==> src/rtl/branch_resolver.sv <==
// rtl/branch_resolver.sv - EX-stage branch resolution, predictor feedback registers and perf counters
module branch_resolver #(
    parameter int CNT_WID = 32
) (
    input  logic               clk,
    input  logic               rst,
    input  logic               stall,
    input  logic               predict_fail,
    input  logic               ex_valid,
    input  logic               ex_branch,
    input  logic               ex_cond,
    input  logic               ex_jalr,
    input  logic [2:0]         ex_funct3,
    input  logic [31:0]        ex_pc,
    input  logic [31:0]        ex_imm,
    input  logic [31:0]        ex_rs1_data,
    input  logic [31:0]        ex_rs2_data,
    input  logic               ex_predict,
    input  logic [31:0]        ex_predict_pc,
    output logic [31:0]        old_pc,
    output logic [31:0]        old_branch_pc,
    output logic [31:0]        old_predict_pc,
    output logic               old_predict,
    output logic               old_actual,
    output logic               old_branch,
    output logic [CNT_WID-1:0] perf_branches,
    output logic [CNT_WID-1:0] perf_mispredicts
);

    logic        cmp;
    logic        taken;
    logic        is_branch;
    logic        mispred;
    logic [31:0] pc_plus4;
    logic [31:0] tgt;
    logic [31:0] pc_next;

    always_comb begin
        cmp = 1'b0;
        case (ex_funct3)
            3'b000:  cmp = (ex_rs1_data == ex_rs2_data);
            3'b001:  cmp = (ex_rs1_data != ex_rs2_data);
            3'b100:  cmp = ($signed(ex_rs1_data) <  $signed(ex_rs2_data));
            3'b101:  cmp = ($signed(ex_rs1_data) >= $signed(ex_rs2_data));
            3'b110:  cmp = (ex_rs1_data <  ex_rs2_data);
            3'b111:  cmp = (ex_rs1_data >= ex_rs2_data);
            default: cmp = 1'b0;
        endcase
    end

    // Unconditional jumps are always taken; jalr clears bit 0 of its target.
    assign taken     = !ex_cond | cmp;
    assign pc_plus4  = ex_pc + 32'd4;
    assign tgt       = ex_jalr ? ((ex_rs1_data + ex_imm) & ~32'h1) : (ex_pc + ex_imm);
    assign pc_next   = taken ? tgt : pc_plus4;
    assign is_branch = ex_valid & ex_branch;
    assign mispred   = (taken != ex_predict) | (pc_next != ex_predict_pc);

    always_ff @(posedge clk) begin
        if (rst) begin
            old_pc           <= '0;
            old_branch_pc    <= '0;
            old_predict_pc   <= '0;
            old_predict      <= 1'b0;
            old_actual       <= 1'b0;
            old_branch       <= 1'b0;
            perf_branches    <= '0;
            perf_mispredicts <= '0;
        end else if (!stall) begin
            if (predict_fail) begin
                // Wrong-path slot: report a fall-through that cannot trigger another flush.
                old_pc         <= pc_plus4;
                old_branch_pc  <= ex_pc;
                old_predict_pc <= pc_plus4;
                old_predict    <= 1'b0;
                old_actual     <= 1'b0;
                old_branch     <= 1'b0;
            end else if (is_branch) begin
                old_pc         <= pc_next;
                old_branch_pc  <= ex_pc;
                old_predict_pc <= ex_predict_pc;
                old_predict    <= ex_predict;
                old_actual     <= taken;
                old_branch     <= 1'b1;
                if (perf_branches != '1)
                    perf_branches <= perf_branches + CNT_WID'(1);
                if (mispred && (perf_mispredicts != '1))
                    perf_mispredicts <= perf_mispredicts + CNT_WID'(1);
            end else begin
                old_pc         <= pc_plus4;
                old_branch_pc  <= ex_pc;
                old_predict_pc <= pc_plus4;
                old_predict    <= 1'b0;
                old_actual     <= 1'b0;
                old_branch     <= 1'b0;
            end
        end
    end

endmodule

==> config.mk <==
export PLATFORM = sky130hd
export DESIGN_NAME = branch_resolver
export DESIGN_NICKNAME = d
export VERILOG_FILES = /design/src/rtl/branch_resolver.sv
export SDC_FILE = /design/constraint.sdc
export NUM_CORES = 1
export LEC_CHECK = 0
export BUFFER_PORTS_ARGS = -buffer_cell sky130_fd_sc_hd__buf_2
export CAP_MARGIN = 20
export CORE_MARGIN = 2
export CORE_UTILIZATION = 45
export DETAILED_ROUTE_END_ITERATION = 7
export GPL_TIMING_DRIVEN = 0
export PLACE_DENSITY = 0.69
export SYNTH_ARGS = -nofsm -noshare
export SYNTH_HDL_FRONTEND = slang
export SYNTH_SLANG_ARGS = --single-unit
==> constraint.sdc <==
create_clock -name clk -period 5.35 [get_ports clk]
set_input_delay 1.07 -clock clk [delete_from_list [all_inputs] [get_ports clk]]
set_output_delay 1.07 -clock clk [all_outputs]
set_load 0.005 [all_outputs]
==> results.yml <==
status:
  outcome: "finished, final reports clean"
global_route:
  antenna_found_initial: 6
  grt_max_degree: 17
  grt.total_usage: 0.3214
  grt_pass1_vias: 14420
  grt_first_pass_wirelength_mm: 79.43
  grt_overflow: 0
critical_path:
  max_stage_delay_ps: 590
  cp_slowest_cell: "clkbuf_1"
  crit_top_cell: "clkbuf_1"
  cp_top_family: "buffers and inverters"
  worst-path-buf-inv: 6
  setup.worst_path.end_class: "register"
  path_cells: "buf_2 -> clkbuf_1 -> clkbuf_1 -> clkbuf_1 -> o311ai_0 -> o32ai_1 -> mux2i_1 -> xor2_1 -> o2111ai_1 -> nor4_1 -> and4_1 -> buf_6 -> buf_6 -> nor3_1 -> mux2_1"
  crit_type: "input port to register"
  arrival_ps: 5470
  required_ps: 5680
  crit_path_start_kind: "input port"
  cp_max_fo: 10
synthesis:
  synth_xor_area_frac: 0.07455
  synth_top_area_frac: 0.2374
  ys_seq_area_frac: 0.2374
  syn_nets: 2094
  synth.area.mux_share: 0.06699
  synth_compound_area_frac: 0.2131
  synthSimpleGateAreaFrac: 0.2737
  yosysWarnings: 0
  yosys-top-cells-area: "dfxtp_1, ha_1, nor2_1"
  synthAdderAreaFrac: 0.09030
  synth_edf_count: 0
  avgSynthCellArea_um2: 7.536
  ys_types: 86
  syn_inst: 1824
  syn-cell-area_um2: 13750
  synth_top_family_by_area: "simple AND/OR/NAND/NOR gates"
  ys_async_sr_fraction: 0
  yosys-top-cells-count: "nor2_1, nand2_1, a21oi_1"
  yosysTopAreaCell: "dfxtp_1"
  yosysMostFrequentCell: "nor2_1"
  yosys_register_bits: 163
  synthFlopType: "dfxtp_1"
clock_tree:
  cts_made_buffers: 17
  cts_tree: "done"
  cts.clk_slew.worst_paths_ps: 70
  cts-root-buf: "clkbuf_16"
  clkSinkCount: 163
  clock_path_buffers: 2
  htreeDepth: 4
  holdBufCountCts: 0
  clock_latency_ps: 440
routing:
  wl_per_cell_um: 20.54
  dr.first_iter.drc_count: 1164
  viasPerCell: 5.988
  highest_layer: "met5"
  routed-wl-met3_mm: 4.548
  drc: 0
  drt_pass1_iterations: 6
  detail-route-antenna-nets: 0
  routed_wl_mm: 53.05
  met1_length_mm: 21.81
  wl_met2_mm: 24.64
  vias: 15470
layout:
  seqCellArea_um2: 3263
  drive_gt1_frac: 0.1961
  multi_input_area_um2: 9992
  area_growth_pct: 20.87
  fin_nets: 2445
  n_fill_cell: 2963
job:
  max_cap_viol_count: 0
min_path:
  timing.hold.worst.class: "register to register"
timing:
  period_needed_ps: 5139
  fmax_ghz: 0.1946
  rsz0062_at_grt: "no"
  finClkSkew_ps: 9.211
  setup_viol_count_final: 0
  slew_viol_final: 0
  hold_viol_final: 0
  finalSetupTns_ps: 0
  tightest_slew_ps: 1047
  slew_headroom: 0.3017
  period_share: 0.9605
power_and_ir_drop:
  leakage_uw: 0.007421
  p_per_area_nw_per_um2: 226.5
  ir_drop_uv: 213.7
  p_total_uw: 3763
placement:
  portBuffers: 331
  gp_congestion: 0.9796
  hpwl_mm: 43.21
floorplan:
  die_area_um2: 31960
  ios: 335
  start_util: 0.4601
  row_count: 63
  die_w_um: 178.8
  die_y_um: 178.8
  core_area_um2: 29870
## layout make-up
cell class,count,area share
Multi-Input combinational cell,1516,0.6014
Timing Repair Buffer,332,0.1002
Sequential cell,163,0.1964
Antenna cell,5,0.0007531
Tap cell,390,0.02937
Clock inverter,12,0.007305
Buffer,90,0.02410
Inverter,55,0.01243
Clock buffer,20,0.02809
## worst min-delay path, cell delays in order (launching register included)
cell and delay, ps:
dfxtp_1 310, nand2_1 60, a21oi_1 50
## flip-flops by register name (all words and copies together) (netlist names)
name,count
old_actual,1
old_branch,1
old_branch_pc,32
old_pc,32
old_predict,1
old_predict_pc,32
perf_branches,32
perf_mispredicts,32
## worst paths after layout
path                       start  slack [ps]  cells after the start                   end
max                      ex_jalr         210                     15  perf_mispredicts[15]
min                   old_pc[29]         460                      2            old_pc[29]
max reg2reg  perf_mispredicts[3]        1010                     15  perf_mispredicts[15]
min reg2reg           old_pc[29]         460                      2            old_pc[29]
## kinds of logic after synthesis
logic type	count (synthesis)
AO/OA/AOI/OAI	446
XOR/XNOR	117
adder cells (fa/ha/maj)	98
buffers and inverters	145
flip-flops	163
multiplexers	86
AND/OR/NAND/NOR	769
## layer usage
metal | track usage | up-vias
met4 | 0.1321 | 2
met2 | 0.5505 | 750
met5 | 0 | -
li1 | - | 7361
met3 | 0.05195 | 137
met1 | 0.3998 | 7216
## where the power goes
part | internal (uW) | leakage, uW | switching [uW]
Clock | 689 | 0.000287 | 576
Sequential | 1260 | 0.00133 | 24.9
Combinational | 455 | 0.00580 | 758
Total | 2400 | 0.00742 | 1360
## per-stage QoR
stage	setup slack, ps	util	cell area (um2)	cells	hold slack (ps)
3_5_place_dp	-685.2	0.5319	15890	2545	452.2
6_report	211.4	0.5561	16610	2583	462.5
4_1_cts	29.49	0.5520	16490	2577	461.8
5_1_grt	19.59	0.5561	16610	2582	491.8
3_3_place_gp	-705.2	0.5319	15890	2545	448.1
2_1_floorplan	615.4	-	13750	1824	457.3
## repair_timing
item | 4_1_cts | 5_1_grt
buffers inserted | 0 | 1
setup endpoints to repair | 31 | 32
hold endpoints to repair | 0 | 0
gates cloned | 0 | 0
gates resized for setup | 3 | 20
## placed cells by master (no fill, tap or decap), types with 11 or more instances in the layout
cell       count
buf_2        336
nor2_1       267
nand2_1      174
a21oi_1      170
dfxtp_1      163
ha_1          96
clkbuf_1      72
mux2i_1       64
xor2_1        63
inv_1         54
nand3_1       54
xnor2_1       54
a211oi_1      45
nor3_1        39
nand4_1       39
o21ai_0       39
nor2b_1       35
and3_1        29
o211ai_1      23
a21o_1        22
nand2b_1      18
or3_1         17
clkbuf_16     17
o31ai_1       15
and4_1        14
and2_1        13
or4_1         13
nor4_1        13
a31oi_1       11
(Power assumes the default switching activity.)
